<file path="src/rtl/program_loader_pw.sv">
// ---------------------------------------------------------------------------
// program_loader_pw
//
// Assembles bytes from the UART receiver into WORD_BYTES-wide words and
// writes them sequentially into instruction memory. Loading ends on an
// all-ones sentinel word. Writes beyond the memory depth are refused, and a
// partial word left idle for too long is discarded.
//
// Parameters:
//   WORD_BYTES     bytes per memory word (1..8), DATA_WIDTH = 8*WORD_BYTES
//   ADDR_WIDTH     width of write_addr / pc_init / word_count
//   MAX_WORDS      memory depth in words
//   BIG_ENDIAN     1: first byte -> MS byte, 0: first byte -> LS byte
//   TIMEOUT_CYCLES idle cycles allowed inside a word (>= 1)
//
// Ports:
//   CLK           clock
//   INITIALIZE    asynchronous active-high reset
//   needed        load enable; bytes accepted only while high
//   rx_data       received byte
//   rx_valid      one-cycle strobe qualifying rx_data
//   write_addr    memory write address (holds between writes)
//   write_data    memory write data (holds between writes)
//   write_enable  one-cycle write strobe
//   pc_init       address following the most recent marker word
//   word_count    words written so far (saturates at MAX_WORDS)
//   done          sentinel received (sticky)
//   overflow      word arrived with memory full (sticky)
//   timeout_err   partial word discarded by timeout (sticky)
//   fsm_state     current FSM state (0 LOAD, 1 DONE, 2 FULL) for observation
//
// Receive handshake: there is no back-pressure. rx_valid is a single-cycle
// strobe; a byte is taken on the CLK edge where needed && rx_valid is high
// and the loader is not in DONE. Bytes presented at any other edge are lost.
// ---------------------------------------------------------------------------
module program_loader_pw #(
    parameter int WORD_BYTES     = 4,
    parameter int ADDR_WIDTH     = 16,
    parameter int MAX_WORDS      = 1 << 14,
    parameter int BIG_ENDIAN     = 1,
    parameter int TIMEOUT_CYCLES = 1000000,
    localparam int DATA_WIDTH    = 8 * WORD_BYTES
) (
    input  logic                  CLK,
    input  logic                  INITIALIZE,
    input  logic                  needed,
    input  logic [7:0]            rx_data,
    input  logic                  rx_valid,
    output logic [ADDR_WIDTH-1:0] write_addr,
    output logic [DATA_WIDTH-1:0] write_data,
    output logic                  write_enable,
    output logic [ADDR_WIDTH-1:0] pc_init,
    output logic [ADDR_WIDTH-1:0] word_count,
    output logic                  done,
    output logic                  overflow,
    output logic                  timeout_err,
    output logic [1:0]            fsm_state
);

    localparam int IDX_W = (WORD_BYTES > 1) ? $clog2(WORD_BYTES) : 1;
    localparam int TMO_W = (TIMEOUT_CYCLES > 1) ? $clog2(TIMEOUT_CYCLES) : 1;
    // One extra bit so the count can represent MAX_WORDS even when
    // MAX_WORDS == 2**ADDR_WIDTH.
    localparam int CNT_W = ADDR_WIDTH + 1;

    localparam logic [CNT_W-1:0] MAX_CNT  = CNT_W'(MAX_WORDS);
    localparam logic [IDX_W-1:0] LAST_IDX = IDX_W'(WORD_BYTES - 1);
    localparam logic [TMO_W-1:0] TMO_LAST = TMO_W'(TIMEOUT_CYCLES - 1);

    typedef enum logic [1:0] {
        S_LOAD = 2'd0,
        S_DONE = 2'd1,
        S_FULL = 2'd2
    } state_t;

    state_t                state_q;
    logic [IDX_W-1:0]      idx_q;
    logic [DATA_WIDTH-1:0] asm_q;
    logic                  first_ff_q;
    logic [TMO_W-1:0]      tmo_q;
    logic [CNT_W-1:0]      cnt_q;

    logic                  accept;
    logic                  last_byte;
    logic                  marker;
    logic                  sentinel;
    logic [DATA_WIDTH-1:0] word_next;
    logic [CNT_W-1:0]      cnt_inc;

    assign accept    = needed && rx_valid && (state_q != S_DONE);
    assign last_byte = (idx_q == LAST_IDX);
    // The marker test looks at the first byte of the word, which is the
    // incoming byte itself when the word has only one byte so far.
    assign marker    = (idx_q == '0) ? (rx_data == 8'hFF) : first_ff_q;
    assign sentinel  = &word_next;
    assign cnt_inc   = cnt_q + CNT_W'(1);

    assign word_count = cnt_q[ADDR_WIDTH-1:0];
    assign fsm_state  = state_q;

    // Word as it would look with the incoming byte placed in its lane.
    always_comb begin
        word_next = asm_q;
        if (BIG_ENDIAN != 0) begin
            word_next[(WORD_BYTES - 1 - int'(idx_q)) * 8 +: 8] = rx_data;
        end else begin
            word_next[int'(idx_q) * 8 +: 8] = rx_data;
        end
    end

    always_ff @(posedge CLK or posedge INITIALIZE) begin
        if (INITIALIZE) begin
            state_q      <= S_LOAD;
            idx_q        <= '0;
            asm_q        <= '0;
            first_ff_q   <= 1'b0;
            tmo_q        <= '0;
            cnt_q        <= '0;
            write_addr   <= '0;
            write_data   <= '0;
            write_enable <= 1'b0;
            pc_init      <= '0;
            done         <= 1'b0;
            overflow     <= 1'b0;
            timeout_err  <= 1'b0;
        end else begin
            write_enable <= 1'b0;

            if (accept) begin
                tmo_q <= '0;
                if (last_byte) begin
                    idx_q      <= '0;
                    asm_q      <= '0;
                    first_ff_q <= 1'b0;
                    if (sentinel) begin
                        done    <= 1'b1;
                        state_q <= S_DONE;
                    end else if (cnt_q == MAX_CNT) begin
                        // Memory full: keep assembling so a sentinel can
                        // still finish the load, but never write.
                        overflow <= 1'b1;
                        state_q  <= S_FULL;
                    end else begin
                        write_addr   <= cnt_q[ADDR_WIDTH-1:0];
                        write_data   <= word_next;
                        write_enable <= 1'b1;
                        cnt_q        <= cnt_inc;
                        if (marker) begin
                            pc_init <= cnt_inc[ADDR_WIDTH-1:0];
                        end
                    end
                end else begin
                    idx_q <= idx_q + IDX_W'(1);
                    asm_q <= word_next;
                    if (idx_q == '0) begin
                        first_ff_q <= (rx_data == 8'hFF);
                    end
                end
            end else if (needed && (idx_q != '0)) begin
                // Idle inside a word. An accepted byte takes priority above,
                // so a byte on the expiry edge keeps the word alive.
                if (tmo_q == TMO_LAST) begin
                    idx_q       <= '0;
                    asm_q       <= '0;
                    first_ff_q  <= 1'b0;
                    tmo_q       <= '0;
                    timeout_err <= 1'b1;
                end else begin
                    tmo_q <= tmo_q + TMO_W'(1);
                end
            end
        end
    end

endmodule

</file>
<file path="config.mk">
export PLATFORM = sky130hd
export DESIGN_NAME = program_loader_pw
export DESIGN_NICKNAME = d
export VERILOG_FILES = /design/src/rtl/program_loader_pw.sv
export SDC_FILE = /design/constraint.sdc
export NUM_CORES = 1
export LEC_CHECK = 0
export BUFFER_PORTS_ARGS = -buffer_cell sky130_fd_sc_hd__buf_2
export CORE_MARGIN = 2
export CORE_UTILIZATION = 35
export CTS_BUF_LIST = sky130_fd_sc_hd__clkbuf_4 sky130_fd_sc_hd__clkbuf_8
export DETAILED_ROUTE_END_ITERATION = 10
export PLACE_DENSITY = 0.53
export SLEW_MARGIN = 10
export SYNTH_ARGS = -nofsm -noshare
export SYNTH_HDL_FRONTEND = slang
export SYNTH_SLANG_ARGS = --single-unit
</file>
<file path="constraint.sdc">
create_clock -name CLK -period 5.3 [get_ports CLK]
set_clock_uncertainty 0.2 [all_clocks]
set_input_delay 0.265 -clock CLK [delete_from_list [all_inputs] [get_ports CLK]]
set_output_delay 0.265 -clock CLK [all_outputs]
set_load 0.03 [all_outputs]
</file>
==> results of run 1 <==
metrics by stage:
step	hold WS (ns)	power [mW]
final	0.0444	2.83
after floorplan	0.205	1.84
after global placement	0.240	2.03
after global routing	0.0128	2.99
after CTS	0.00598	2.87
after detailed placement	0.240	2.04
cell families (layout without fill, tap and decap cells):
group	after synthesis	in the layout	share of synthesized area, %
muxes	33	33	5.90
AOI/OAI and AO/OA	132	132	10.9
and+or+nand+nor	244	244	18.9
xor gates and xnor gates	42	42	5.33
buffers and inverters	69	151	5.80
adders and majority gates	9	9	1.63
DFF	142	142	51.5
path summary, 6_finish.rpt:
check | from | endpoint | slack, ns | cells after the start
max | idx_q[0] | pc_init[6] | 1.32 | 9
min | rx_data[1] | asm_q[9] | 0.04 | 2
max reg2reg | idx_q[0] | pc_init[6] | 1.32 | 9
min reg2reg | overflow | overflow | 0.28 | 1
max in group asynchronous | INITIALIZE | overflow | 3.37 | 4
min in group asynchronous | INITIALIZE | write_addr[1] | 0.29 | 3
layout make-up:
class                      count  share of cell area [%]
clock inverter                13                    1.34
inverter                      13                   0.686
tap                          265                    4.23
multi-input combinational    460                    37.7
sequential                   142                    45.3
clock buffer                  19                    3.34
timing repair buffer         106                    7.41
sequential cells by signal (all words and copies together), names as in the netlist, 2 cells and up:
register and count:
tmo_q 20, pc_init 16, write_data 32, write_addr 16
asm_q 32, fsm_state 2, idx_q 2, cnt_q 17
layout by cell type (no fill, tap or decap), drive strengths merged, types with 3 or more instances in the layout:
cell,n
a21o,3
a21oi,23
a22o,4
a31oi,18
and3,10
buf,100
clkbuf,19
clkinv,5
clkinvlp,3
dfrtp,142
dlygate4sd3,6
ha,9
inv,18
mux2,31
nand2,83
nand2b,4
nand3,20
nand4,11
nor2,34
nor2b,31
nor3,12
nor4,15
nor4b,5
o21ai,74
o31ai,3
or3,4
xnor2,9
xor2,33
critical path: stages (launching register included):
cell and delay (ns):
sky130_fd_sc_hd__dfrtp_1 0.66, sky130_fd_sc_hd__inv_1 0.16, sky130_fd_sc_hd__ha_1 0.46, sky130_fd_sc_hd__nor3_4 0.40
sky130_fd_sc_hd__a31oi_2 0.20, sky130_fd_sc_hd__or4_4 0.58, sky130_fd_sc_hd__nor4_4 0.19, sky130_fd_sc_hd__nand4b_4 0.25
sky130_fd_sc_hd__nand4_4 0.38, sky130_fd_sc_hd__mux2_2 0.38
what timing repair did:
action,CTS,global route
endpoints found under the hold margin,89,0
hold buffers,6,0
setup buffers,0,0
per-layer routing:
metal  vias to the layer above  global-route usage (%)  routed length [um]
met1                      2560                    22.3                7870
met5                         -                       0                   0
li1                       2454                       -                   -
met4                         0                    5.21                 177
met3                        14                    4.17                 847
met2                       145                    27.9                8200
power by group:
part	internal (mW)	switching, mW
registers	1.21	0.0940
logic	0.208	0.510
clock network	0.357	0.455
==> results.md, run 1 <==
- With fillers left out, the area of the finished cells amounts to around 7800 um2.
- The first-pass detailed-route iteration total is 8.
- Using the TritonRoute via totals, the vias-per-cell ratio works out to 5.08.
- The instance count after placement with tap cells included is 980.
- The synthesized netlist occupies a cell area of around 6900 um2.
- Setup violations remaining at the end of the flow were counted as 0.
- TritonCTS built the clock tree.
- In the final layout, the multi-input gates occupy ~3000 um2.
- The classification of the worst setup path is reg2reg.
- The final critical path takes up 75.1% of the cycle.
- At the later pin of the worst-skew pair, clock insertion delay measures 0.46 ns.
- The maximum resistive drop on vdd is roughly 170 uV.
- The number of top-level pins is a little under 100.
- The count of unique library cells instantiated by Yosys is just under 60.
- The height of the chip is approximately 140 um.
- Routability-driven placement finished with a final weighted congestion of 0.927.
- The maximum net fanout on the critical path is 16.
- The worst-case setup margin in the final layout is about 1.3 ns.
- The total global routing overflow is 0.
- The number of nets still failing antenna checks after routing is 0.
- After detailed routing, the average wire length per cell comes to 16.8 um.
- The clock passes through at most 2 buffers.
- The largest net degree at the start of global routing is 95.
- Setup repair after global routing left no endpoint under its margin.
- The fraction of layout cells with a size suffix above 1 is a little under a quarter.
- The die outline area is roughly 21000 um2.
- After floorplanning, the core was sized to cover ~19000 um2.
- The number of antenna violations at the first check in global routing came to 0.
- The flip-flop cell with the highest count after synthesis is sky130_fd_sc_hd__dfrtp_1.
- The required time of the critical path is 5.45 ns.
- The post-place instance area is about 7400 um2.
- Global routing used between 10% and 20% of the available tracks.
- The area growth from synthesis to final layout is 13.6%.
- In this run, the number of DRC markers left after iteration 0 of detailed routing was between 400 and 500.
- A synthesized cell averages between 10 and 15 um2.
- The number of endpoints with negative hold slack in the final report came to 0.
- Summed over all nets, the half-perimeter wirelength after detailed placement is about 12000 um.
- The count of H-tree levels built during CTS is 4.
- Across the whole layout, storage elements account for ~3600 um2.
- The type of the most critical hold path is in2reg.
- The clock sink total is 142.
- In the final timing run, aggregate negative setup slack is 0 ns.
- The number of port buffers is 97.
- The initial standard-cell utilization of the core is roughly 36%.
- The routed design has around 17000 um of wire.
- The kind of start point of the critical path is a flip-flop.
- At the pin with the least slew margin, the transition time is about 1.1 ns.
- The number of core rows is between 50 and 60.
- Clock tree synthesis selected as its root buffer the cell sky130_fd_sc_hd__clkbuf_8.
- Summed over all cells, the static leakage comes to 3.90 nW.
- The number of diodes added for antenna fixing is 0.
- Counting every net in the synthesized netlist gives approximately 690.
- The final route contains 5173 vias.
- The most numerous cell in the Yosys netlist is sky130_fd_sc_hd__dfrtp_1.
- The detailed-route DRC error count is 0.
- The via count of the first global-routing pass is a little over 5000.
- The number of flops mapped to enable cells by yosys is 0.
- The final-layout fill cell count is 1979.
- Sorting the synthesized cells by area gives the leading types as sky130_fd_sc_hd__dfrtp_1, sky130_fd_sc_hd__nand2_1, sky130_fd_sc_hd__xor2_1, sky130_fd_sc_hd__o21ai_0, sky130_fd_sc_hd__nor2b_1.
- The async set-reset flop share out of synthesis is 100%.
- The non-filler instance count after layout is just over 1000.
- Cells fill about two fifths of the core in the end.
- The die is ~140 um wide.
- Clock-pin slew was measured on the worst setup and hold paths at approximately 0.08 ns.
- Counting instances in the post-synthesis netlist gives the leading cell types as sky130_fd_sc_hd__dfrtp_1, sky130_fd_sc_hd__nand2_1, sky130_fd_sc_hd__o21ai_0.
- Synthesis inferred 142 register bits.
- The max-slew violation total from the final report was 0.
- Gates resized during post-CTS repair numbered 0.
- For this run, the register share of the synthesized area comes to ~50%.
- The pre-CTS setup slack is approximately 1.3 ns.
- For this run, the post-layout net count is around 760.
- The TritonCTS buffer count is 17.
- The flow ran to the end, and the final reports show no timing, DRC or antenna violations.
- For this run, the number of Yosys warnings is 0.
- The global-route wire length before repair is ~27000 um.
- The share of synthesized area in the top cell type comes to between 50% and 60%.
- The critical path endpoint category is a flip-flop.
- The top cell type by total area after synthesis is sky130_fd_sc_hd__dfrtp_1.
- The max-slew headroom at the worst pin is between 20% and 30%.
- The highest clock rate is between 0.2 and 0.3 GHz.
- The minimum clock period after layout is around 4 ns.
- At the worst endpoint, the arrival time is 4.13 ns.
- The tool flagged a number of max-cap violations equal to 0.
- The power per cell area is roughly 360 nW/um2.
- After technology mapping, the gate count stands at between 600 and 700.
Note: power is estimated with default switching activity, not from simulation.
==> run 2, diff against run 1 <==
--- a/config.mk
+++ b/config.mk
@@ -5,6 +5,7 @@
 export SDC_FILE = /design/constraint.sdc
 export NUM_CORES = 1
 export LEC_CHECK = 0
+export ABC_AREA = 1
 export BUFFER_PORTS_ARGS = -buffer_cell sky130_fd_sc_hd__buf_2
 export CORE_MARGIN = 2
 export CORE_UTILIZATION = 35
==> constraint.sdc (replaced) <==
create_clock -name CLK -period 4.1 [get_ports CLK]
set_clock_uncertainty 0.2 [all_clocks]
set_input_delay 0.205 -clock CLK [delete_from_list [all_inputs] [get_ports CLK]]
set_output_delay 0.205 -clock CLK [all_outputs]
set_load 0.03 [all_outputs]
==> run 2 against run 1 <==
Via count rose by 19%. Cell count increased by 28%. Design area increased by 5.6%. Critical path depth rose by 8. Largest cell class unchanged. Power up 67%. Sequential share of layout area decreased by 2.4 points. Combinational power up 130%.
==> results.md, run 2 <==
- Each instance of the synthesized netlist takes up on average between 7 and 8 um2.
- The async set-reset flop share out of synthesis is between 90% and 100%.
- Of all cell types, the one taking the most synthesized area is sky130_fd_sc_hd__dfrtp_1.
- After synthesis, the netlist uses 31 different library cells.
- Net switching is ~40% of the power.
- The wire-length estimate of the detail-placed layout is ~13000 um.
- Cell internal power was estimated by the tool at roughly 2.8 mW.
- The final wirelength is between 15000 and 20000 um.
- Headroom to the max-slew limit came out at about 25%.
- The highest clock rate is between 0.2 and 0.3 GHz.
- For this run, the total global-route usage over all layers was measured as roughly 18%.
- The sequential group share of total power is roughly two fifths.
- The mean routed wirelength per cell is about 14 um.
- Compared with the post-synthesis result, the final layout area differs by 16.1%.
- In this run, synthesis inferred 0 flip-flops with an integrated enable.
- At the worst endpoint, the arrival time is about 3.7 ns.
- Entering global routing, the biggest net connects roughly 140 pins.
- The total global routing overflow is 0.
- From left edge to right edge, the die measures between 100 and 150 um.
- The global placement routability congestion is between 0.8 and 0.9.
- In the post-synthesis netlist, the biggest area contributors are sky130_fd_sc_hd__dfrtp_1, sky130_fd_sc_hd__nand2_1, sky130_fd_sc_hd__nor2_1, sky130_fd_sc_hd__inv_1, sky130_fd_sc_hd__a22o_1.
- The power per cell area is approximately 570 nW/um2.
- Setup repair after global routing left no endpoint under its margin.
- 0 antenna diodes ended up in the layout.
- The via count is between 6000 and 7000.
- The number of antenna violations at the first check in global routing is 0.
- The H-tree was split into 4 levels.
- The flow ran to the end, and the final reports show no timing, DRC or antenna violations.
- The critical path endpoint category is a flip-flop.
- The clock network fraction of total power is approximately a quarter.
- The required time of the critical path is 4.31 ns.
- The detailed-route DRC error count is 0.
- The largest registers in the layout are asm_q x32, write_data x32, tmo_q x20.
- After the first detailed-routing iteration, the DRC count stood at roughly 350.
- The global-route wire length before repair is 30700 um.
- TritonCTS built the clock tree.
- The type of the most critical hold path is in2reg.
- The Yosys step of the flow raised 0 warnings.
- The via count of the first global-routing pass is between 5000 and 6000.
- The tool flagged a number of max-cap violations equal to 0.
- The summed instance area of the synthesized netlist is between 7000 and 8000 um2.
- After clock tree synthesis, the clock-pin slew on the worst setup and hold paths is around 0.090 ns.
- Combinational cells account for roughly 35% of the total power.
- The number of core rows is 52.
- Summed over all cells, the static leakage comes to between 4 and 5 nW.
- Ranked by instance count, the synthesized netlist is headed by sky130_fd_sc_hd__nand2_1, sky130_fd_sc_hd__dfrtp_1, sky130_fd_sc_hd__nor2_1.
- Once detail routing completed, the nets flagged for antenna violations numbered 0.
- The max-slew violation total from the final report is 0.
- After layout, the worst setup slack is approximately 0.63 ns.
- The fraction of layout cells with a size suffix above 1 is around 15%.
- The clock root buffer is sky130_fd_sc_hd__clkbuf_8.
- The initial standard-cell utilization of the core is 35.5%.
- The die covers 21500 um2.
- IR analysis of the VDD net gives a maximum drop of about 320 uV.
- The top cell type by area accounts for 49.8% of the synthesized area.
- From bottom edge to top edge, the die measures ~150 um.
- For this design the top-level I/O count stands at between 90 and 100.
- The worst setup path is launched from a flip-flop.
- The clock drives between 100 and 150 sinks.
- Of all nets on the critical path, the largest fanout is 47.
- Timing analysis after detailed placement gives a worst setup slack of about 0.6 ns.
- For the finished layout, the period the worst path requires is 3.47 ns.
- The total area inside the core boundary comes to between 20000 and 25000 um2.
- The number of endpoints failing setup at the final stage is 0.
- The most common cell after layout, fill and taps aside is sky130_fd_sc_hd__nand2_1.
- The setup path with the least slack is of type reg2reg.
- The clock passes through at most 2 buffers.
- TritonCTS created 17 clock buffers.
- The post-synth net total is 948.
- The first detailed-routing pass ran for 5 iterations.
- In this run the power spent charging and discharging nets is between 1.5 and 2 mW.
- The number of nets in the layout is 1037.
- The synthesized flop and latch total is between 100 and 150.
- Input and output buffers added on the ports amount to between 90 and 100.
- The per-cell via count in the routed design is approximately 4.7.
- Leaving out fill and tap cells, the most frequent cells in the layout are sky130_fd_sc_hd__nand2_1, sky130_fd_sc_hd__dfrtp_1, sky130_fd_sc_hd__buf_2.
- Synthesis produced a netlist whose cell count is roughly 930.
- Sequential cells were found to cover between 40% and 50% of the synthesized design area.
- For the pin with the worst max-slew slack, the measured transition is between 1 and 1.5 ns.
- By instance count, the leading cell after synthesis is sky130_fd_sc_hd__nand2_1.
- After layout, the worst path uses roughly 85% of the clock period.
- The number of endpoints with negative hold slack in the final report is 0.
- The most used flip-flop cell after synthesis is sky130_fd_sc_hd__dfrtp_1.
- The clock reaches the later pin of the worst-skew pair after ~0.46 ns.
- After routing, the total negative slack on setup checks comes to 0 ns.
run 2: changes by cell type after synthesis, sizes merged, moves of 18 or more:
cell	change
a31oi	-18
nand2	+358
mux2	-31
nor2	+36
o21ai	-52
nor2b	-31
a22o	+20
inv	+52
run 2: worst max-delay path, cell delays in order (launching register included):
cell and delay [ns]:
sky130_fd_sc_hd__dfrtp_1 0.40, sky130_fd_sc_hd__inv_1 0.11, sky130_fd_sc_hd__ha_1 0.40, sky130_fd_sc_hd__inv_1 0.12, sky130_fd_sc_hd__nand2_1 0.08, sky130_fd_sc_hd__nor2_1 0.06
sky130_fd_sc_hd__nand2_1 0.09, sky130_fd_sc_hd__nand2_1 0.11, sky130_fd_sc_hd__nand2_1 0.08, sky130_fd_sc_hd__nor2_1 0.04, sky130_fd_sc_hd__nand2_1 0.08, sky130_fd_sc_hd__nor2_1 0.08
sky130_fd_sc_hd__nand2_2 0.08, sky130_fd_sc_hd__nand3_2 0.10, sky130_fd_sc_hd__nor2_4 0.82, sky130_fd_sc_hd__buf_4 0.38, sky130_fd_sc_hd__nand2_1 0.08, sky130_fd_sc_hd__nand2_1 0.07
run 2: worst paths after layout:
path                            slack, ns             end        from  cells after the start
worst max-delay path                 0.63  write_addr[10]    idx_q[1]                     17
worst min-delay path                 0.06      first_ff_q  rx_data[6]                      5
worst max register to register       0.63  write_addr[10]    idx_q[1]                     17
worst min register to register       0.27        overflow    overflow                      2
max in group asynchronous            2.72        asm_q[3]  INITIALIZE                      4
min in group asynchronous            0.21       tmo_q[14]  INITIALIZE                      4
run 2: cell type report:
class | instances | area [um2]
clock buffer | 18 | 241
clock inverter | 14 | 191
fill | 2129 | 11800
inverter | 65 | 248
multi-input combinational | 674 | 3050
sequential | 142 | 3550
tap | 270 | 338
timing repair buffer | 116 | 658
run 2: per-stage QoR:
| stage | utilization (%) | hold WS [ns] | cell area, um2 | cells | power, mW |
|---|---|---|---|---|---|
| 5_1_grt | 41.2 | 0.0901 | 8280 | 1299 | 5.06 |
| 4_1_cts | 41.2 | 0.0458 | 8280 | 1299 | 4.79 |
| 3_3_place_gp | 38.9 | 0.244 | 7830 | 1265 | 3.53 |
| 6_report | 41.2 | 0.0629 | 8280 | 1299 | 4.74 |
| 2_1_floorplan | - | 0.221 | 7140 | 927 | 3.07 |
| 3_5_place_dp | 38.9 | 0.260 | 7830 | 1265 | 3.53 |
run 2: cells by family after synthesis:
group / share of synthesized area (%)
buf+inv: 7.65
flops: 49.8
simple gates: 32.6
fa+ha+maj: 1.58
xor+xnor: 2.46
compound gates: 5.84
run 2: routing by layer:
layer | GRT usage (%) | routed length (um)
met5 | 0 | 0
met4 | 4.81 | 233
met3 | 4.07 | 794
met2 | 28.6 | 8680
met1 | 24.7 | 8980
run 2: timing repair:
action,in CTS,in global routing
setup endpoints to repair,0,0
resized for setup,0,0
hold endpoints to repair,145,0
buffers inserted,0,0
hold buffers,2,0
run 2: power groups by stage:
stage | Combinational (mW) | Clock (mW) | Sequential [mW]
floorplan | 0.964 | 0 | 2.10
global placement | 1.64 | 0 | 1.88
detailed placement | 1.65 | 0 | 1.88
global route | 1.82 | 1.34 | 1.90
finish | 1.64 | 1.24 | 1.86
CTS | 1.65 | 1.28 | 1.86
